File: config.mk
export PLATFORM = sky130hd
export DESIGN_NAME = bp_be_operand_fetch
export DESIGN_NICKNAME = d
export VERILOG_FILES = /design/src/rtl/bp_be_operand_fetch.sv
export SDC_FILE = /design/constraint.sdc
export NUM_CORES = 1
export LEC_CHECK = 0
export CAP_MARGIN = 25
export CORE_AREA = 3 3 278 280
export DETAILED_ROUTE_END_ITERATION = 10
export DIE_AREA = 0 0 281 283
export HOLD_SLACK_MARGIN = 0.05
export PLACE_DENSITY = 0.72
export REMOVE_ABC_BUFFERS = 1
export SKIP_LAST_GASP = 1
export SYNTH_ARGS = -nofsm -noshare
export SYNTH_HDL_FRONTEND = slang
export SYNTH_SLANG_ARGS = --single-unit
File: constraint.sdc
create_clock -name clk_i -period 12.9 [get_ports clk_i]
set_clock_uncertainty 0.1 [all_clocks]
set_input_delay 3.225 -clock clk_i [delete_from_list [all_inputs] [get_ports clk_i]]
set_output_delay 3.225 -clock clk_i [all_outputs]
set_load 0.05 [all_outputs]
File: src/rtl/bp_be_operand_fetch.sv
// Operand fetch stage: accepts issue packets, reads the int/fp register file,
// forwards in-flight writebacks and presents one dispatch beat per instruction.
module bp_be_operand_fetch #(
  parameter int vaddr_width_p    = 39,
  parameter int instr_width_p    = 32,
  parameter int dpath_width_p    = 66,
  parameter int reg_addr_width_p = 5
) (
  input  logic                          clk_i,
  input  logic                          reset_n_i,
  input  logic                          flush_i,

  input  logic                          issue_v_i,
  output logic                          issue_ready_o,
  input  logic [vaddr_width_p-1:0]      issue_pc_i,
  input  logic [instr_width_p-1:0]      issue_instr_i,
  input  logic [3*reg_addr_width_p-1:0] issue_src_addr_i,
  input  logic [2:0]                    issue_src_fp_i,
  input  logic                          issue_imm_v_i,
  input  logic [dpath_width_p-1:0]      issue_imm_i,

  output logic [2:0]                    rf_r_v_o,
  output logic [2:0]                    rf_r_fp_o,
  output logic [3*reg_addr_width_p-1:0] rf_r_addr_o,
  input  logic [3*dpath_width_p-1:0]    rf_r_data_i,

  input  logic                          wb_v_i,
  input  logic                          wb_fp_i,
  input  logic [reg_addr_width_p-1:0]   wb_addr_i,
  input  logic [dpath_width_p-1:0]      wb_data_i,

  output logic                          dispatch_v_o,
  input  logic                          dispatch_ready_i,
  output logic [vaddr_width_p-1:0]      dispatch_pc_o,
  output logic [instr_width_p-1:0]      dispatch_instr_o,
  output logic [3*dpath_width_p-1:0]    dispatch_rs_o
);

  typedef enum logic [1:0] {
    IDLE = 2'd0,
    READ = 2'd1,
    HOLD = 2'd2
  } state_e;

  state_e                          state_r, state_n;

  logic [vaddr_width_p-1:0]        pc_r;
  logic [instr_width_p-1:0]        instr_r;
  logic [dpath_width_p-1:0]        imm_r;
  logic                            imm_v_r;
  logic [3*reg_addr_width_p-1:0]   src_addr_r;
  logic [2:0]                      src_fp_r;
  logic [2:0]                      src_used_r;

  logic                            wb_v_r;
  logic                            wb_fp_r;
  logic [reg_addr_width_p-1:0]     wb_addr_r;
  logic [dpath_width_p-1:0]        wb_data_r;

  logic [dpath_width_p-1:0]        hold_rs_r [3];
  logic [dpath_width_p-1:0]        read_rs   [3];
  logic [dpath_width_p-1:0]        hold_upd  [3];

  logic                            accept;

  // A writeback feeds a source only if it targets the same file and index;
  // int x0 is hardwired to zero and must never pick up a bypassed value.
  function automatic logic wb_match(
    input logic                        v,
    input logic                        fp,
    input logic [reg_addr_width_p-1:0] addr,
    input logic                        src_fp,
    input logic [reg_addr_width_p-1:0] src_addr,
    input logic                        used
  );
    return v && (fp == src_fp) && (addr == src_addr) && used
           && !(!src_fp && (src_addr == '0));
  endfunction

  assign dispatch_v_o  = reset_n_i && !flush_i && (state_r != IDLE);
  assign issue_ready_o = reset_n_i && !flush_i
                         && ((state_r == IDLE) || (dispatch_v_o && dispatch_ready_i));
  assign accept        = issue_v_i && issue_ready_o;

  // Slot 2 carries the immediate instead of rs3 when imm_v is set.
  assign rf_r_v_o    = {3{accept}} & {~issue_imm_v_i, 2'b11};
  assign rf_r_fp_o   = issue_src_fp_i;
  assign rf_r_addr_o = issue_src_addr_i;
  assign src_used_r  = {~imm_v_r, 2'b11};

  assign dispatch_pc_o    = pc_r;
  assign dispatch_instr_o = instr_r;

  // NOTE: every always_comb output is given a default before any branch so
  // no path can leave it unassigned and infer a latch.
  always_comb begin
    dispatch_rs_o = '0;
    for (int i = 0; i < 3; i++) begin
      read_rs[i] = rf_r_data_i[i*dpath_width_p +: dpath_width_p];
      if (i == 2 && imm_v_r)
        read_rs[i] = imm_r;
      else if (!src_fp_r[i] && (src_addr_r[i*reg_addr_width_p +: reg_addr_width_p] == '0))
        read_rs[i] = '0;
      else if (wb_match(wb_v_i, wb_fp_i, wb_addr_i, src_fp_r[i],
                        src_addr_r[i*reg_addr_width_p +: reg_addr_width_p], src_used_r[i]))
        read_rs[i] = wb_data_i;
      else if (wb_match(wb_v_r, wb_fp_r, wb_addr_r, src_fp_r[i],
                        src_addr_r[i*reg_addr_width_p +: reg_addr_width_p], src_used_r[i]))
        read_rs[i] = wb_data_r;

      hold_upd[i] = wb_match(wb_v_i, wb_fp_i, wb_addr_i, src_fp_r[i],
                             src_addr_r[i*reg_addr_width_p +: reg_addr_width_p], src_used_r[i])
                    ? wb_data_i : hold_rs_r[i];

      dispatch_rs_o[i*dpath_width_p +: dpath_width_p] =
        (state_r == HOLD) ? hold_rs_r[i] : read_rs[i];
    end
  end

  always_comb begin
    state_n = state_r;
    case (state_r)
      IDLE:       if (accept) state_n = READ;
      READ, HOLD: begin
        if (dispatch_ready_i) state_n = accept ? READ : IDLE;
        else                  state_n = HOLD;
      end
      default:    state_n = IDLE;
    endcase
    if (flush_i) state_n = IDLE;
  end

  // NOTE: sequential state uses non-blocking assignments so every register
  // samples pre-edge values regardless of statement order.
  always_ff @(posedge clk_i) begin
    if (!reset_n_i) begin
      state_r    <= IDLE;
      pc_r       <= '0;
      instr_r    <= '0;
      imm_r      <= '0;
      imm_v_r    <= 1'b0;
      src_addr_r <= '0;
      src_fp_r   <= '0;
      wb_v_r     <= 1'b0;
      wb_fp_r    <= 1'b0;
      wb_addr_r  <= '0;
      wb_data_r  <= '0;
      for (int i = 0; i < 3; i++) hold_rs_r[i] <= '0;
    end else begin
      state_r   <= state_n;
      wb_v_r    <= wb_v_i;
      wb_fp_r   <= wb_fp_i;
      wb_addr_r <= wb_addr_i;
      wb_data_r <= wb_data_i;

      if (accept) begin
        pc_r       <= issue_pc_i;
        instr_r    <= issue_instr_i;
        imm_r      <= issue_imm_i;
        imm_v_r    <= issue_imm_v_i;
        src_addr_r <= issue_src_addr_i;
        src_fp_r   <= issue_src_fp_i;
      end

      // READ always snapshots resolved operands; HOLD keeps snooping writebacks.
      if (state_r == READ) begin
        for (int i = 0; i < 3; i++) hold_rs_r[i] <= read_rs[i];
      end else if (state_r == HOLD) begin
        for (int i = 0; i < 3; i++) hold_rs_r[i] <= hold_upd[i];
      end
    end
  end

endmodule

==> results_dict.tcl <==
set metrics [dict create \
    hold_slack_ns 0.354 \
    postRouteAntennaNets 0 \
    finalMaxSlewViolations 0 \
    cts_sinks 429 \
    num_vias 27400 \
    status "finished clean" \
    grt_max_degree 133 \
    cap_violations 0 \
    ctsRootBufferMaster "clkbuf_16" \
    wl_per_cell_um 25.2 \
    hpwl_um 76900 \
    setup_tns_ns 0 \
    p_clk_share_pct 36.6 \
    mostFrequentLayoutCells "clkdlybuf4s50_1 (722), nand2_1 (648), o21bai_1 (264), o31ai_1 (264), dfxtp_1 (230)" \
    place_congestion 0.888 \
    grt_util_all_layers_pct 28.2 \
    worstHoldStart "dispatch_pc_o[10]" \
    synth-async-reset-ratio_pct 0 \
    leakage_nw 13.0 \
    dieHeight_um 283 \
    ios 724 \
    htreeDepth 2 \
    cts_hold_buf 0 \
    max-vdd-ir-drop_mv 0.0961 \
    rows 100 \
    finalCriticalPeriod_ns 10.73 \
    drive_gt1_share_pct 5.16 \
    final_hold_viol_count 0 \
    nNetsFinal 4094 \
    fin_crit_sh_pct 83.2 \
    grt_pass1_vias 26500 \
    synth_edf_count 198 \
    synth_cell_types 46 \
    grt_pass1_wl_um 172000 \
    port_buffers 723 \
    seq_area_frac_synth_pct 39.8 \
    rsz0062_at_grt "no" \
    syn_inst 3149 \
    first_pass_iters 9 \
    die_x_um 281 \
    place_area_mm2 0.0339 \
    p_switching_mw 1.27 \
    total_power_mw 3.89 \
    critPathKind "input pin to primary output" \
    synth-seq-cells 429 \
    worst-endpoint-required_ns 9.57 \
    cp-start-kind "input pin" \
    cts_tree "done" \
    die_area_mm2 0.0795 \
    numCtsBuffers 51 \
    worstReg2RegEnd "hold_rs_r[0][137]" \
    synth_area_mm2 0.0265 \
    relSlewSlack_pct 25.6 \
    r2r_cells 6 \
    wirelength_um 118000 \
    hold_depth 2 \
    cts.reportedPaths.clkPinSlew_ns 0.06 \
    finalCoreUtilization_pct 47.7 \
    viasPerCell 5.86 \
    post_cts_resized 0 \
    max_clock_freq_mhz 93.2 \
    area_delta_synth_final_pct 34.2 \
    overflow 0 \
    post_cts_buffers 0 \
    drtIter0Drc 2876 \
    p_int_mw 2.63 \
    antenna_found_initial 18 \
    crit_path_max_fanout 57 \
    whs_endpoint "dispatch_pc_o[10]" \
    power_frac_comb_pct 24.6 \
    seq_power_share_pct 38.8 \
    clock_latency_ns 0.61 \
    min_path_type "register to register" \
    synth_ff_type "dfxtp_1" \
    worst_pin_slew_ns 1.12 \
    r2r_slack_ns 8.69 \
    timing.rr.start "src_addr_r[10]" \
    mostFrequentLayoutCell "clkdlybuf4s50_1" \
    powerDensity_mw_per_mm2 109 \
    fin_area_mm2 0.0356 \
    yosys_warnings 0 \
    critPathCaptureType "primary output" \
    setup_violations 0 \
    initial_core_util_pct 35.5 \
    arrival_ns 7.41 \
    clockBufferDepth 3 \
    core_mm2 0.0747 \
    synth.avg_cell_area_um2 8.42 \
    swShare_pct 32.5 \
    remaining_drc_errors 0 \
]
power by group through the flow:
stage	Sequential (mW)	Combinational, mW	Clock, mW
after global routing	1.52	0.997	1.49
after CTS	1.51	0.951	1.44
final	1.51	0.957	1.42
after floorplan	1.56	0.461	0
after detailed placement	1.54	0.947	0
after global placement	1.54	0.944	0
state kept, by name, summed over array words and instances (netlist names):
register,flops
wb_v_r,1
wb_data_r,66
hold_rs_r,198
state_r,2
imm_v_r,1
dispatch_pc_o,39
src_addr_r,15
imm_r,66
dispatch_instr_o,32
wb_addr_r,5
wb_fp_r,1
src_fp_r,3
how the worst max path moves through the flow:
stage          slack, ns  depth (start not counted)          from                 end
6_report            2.17                          8  wb_addr_i[0]  dispatch_rs_o[117]
5_1_grt             2.00                          8  wb_addr_i[0]  dispatch_rs_o[107]
4_1_cts             2.18                          8  wb_addr_i[0]  dispatch_rs_o[133]
3_5_place_dp        2.19                          8  wb_addr_i[0]  dispatch_rs_o[133]
3_3_place_gp        2.21                          8  wb_addr_i[3]  dispatch_rs_o[133]
2_1_floorplan       1.11                          5  wb_addr_i[0]  dispatch_rs_o[132]
per-stage QoR:
step | worst slack (ns) | cells
finish | 2.17 | 4683
CTS | 2.18 | 4668
global route | 2.00 | 4681
floorplan | 1.11 | 2832
global placement | 2.21 | 4572
detailed placement | 2.19 | 4572
critical path: stages:
cell	delay [ns]
clkdlybuf4s50_1	0.51
xnor2_1	0.21
nand3_4	0.61
or2_4	0.65
buf_4	0.65
nor2_1	0.12
o31ai_1	0.38
clkdlybuf4s50_1	0.92
area by class of cell:
class	count	area, um2
inverters	39	151
fillers	7197	39100
repair buffers	772	7630
clock buffers	71	1470
flip-flops and latches	429	10600
clock inverters	25	144
diodes	14	35.0
well taps	969	1210
multi-input cells	2364	14400
routing by layer:
layer	track usage, %	vias up	share of wire, %	wire length (um)
met5	0	-	0.042	49
met4	13.3	8	4.6	5470
met3	6.22	350	10	12000
met2	47.0	1788	47	56000
met1	34.6	13000	38	44500
li1	-	12300	-	-
logic make-up after synthesis:
| family | Yosys count | synth area share [%] |
|---|---|---|
| simple gates | 1001 | 15.6 |
| mux | 132 | 4.98 |
| buf+inv | 356 | 6.66 |
| flops | 429 | 39.8 |
| xor+xnor | 36 | 1.19 |
| compound gates | 1190 | 31.5 |
| fa+ha+maj | 5 | 0.236 |
synthesized netlist by cell type, types with 102 or more instances:
master	number	share of area, %
mux2i_1	132	5.0
o21ai_1	102	1.9
edfxtp_1	198	22
and2_1	108	2.5
nand2_1	648	9.2
a21oi_1	102	1.9
nor2_1	213	3.0
dfxtp_1	231	17
o21bai_1	266	7.5
clkbuf_1	176	2.5
o31ai_1	264	7.5
a21boi_0	161	4.6
Power figures use the tool's default switching activity.
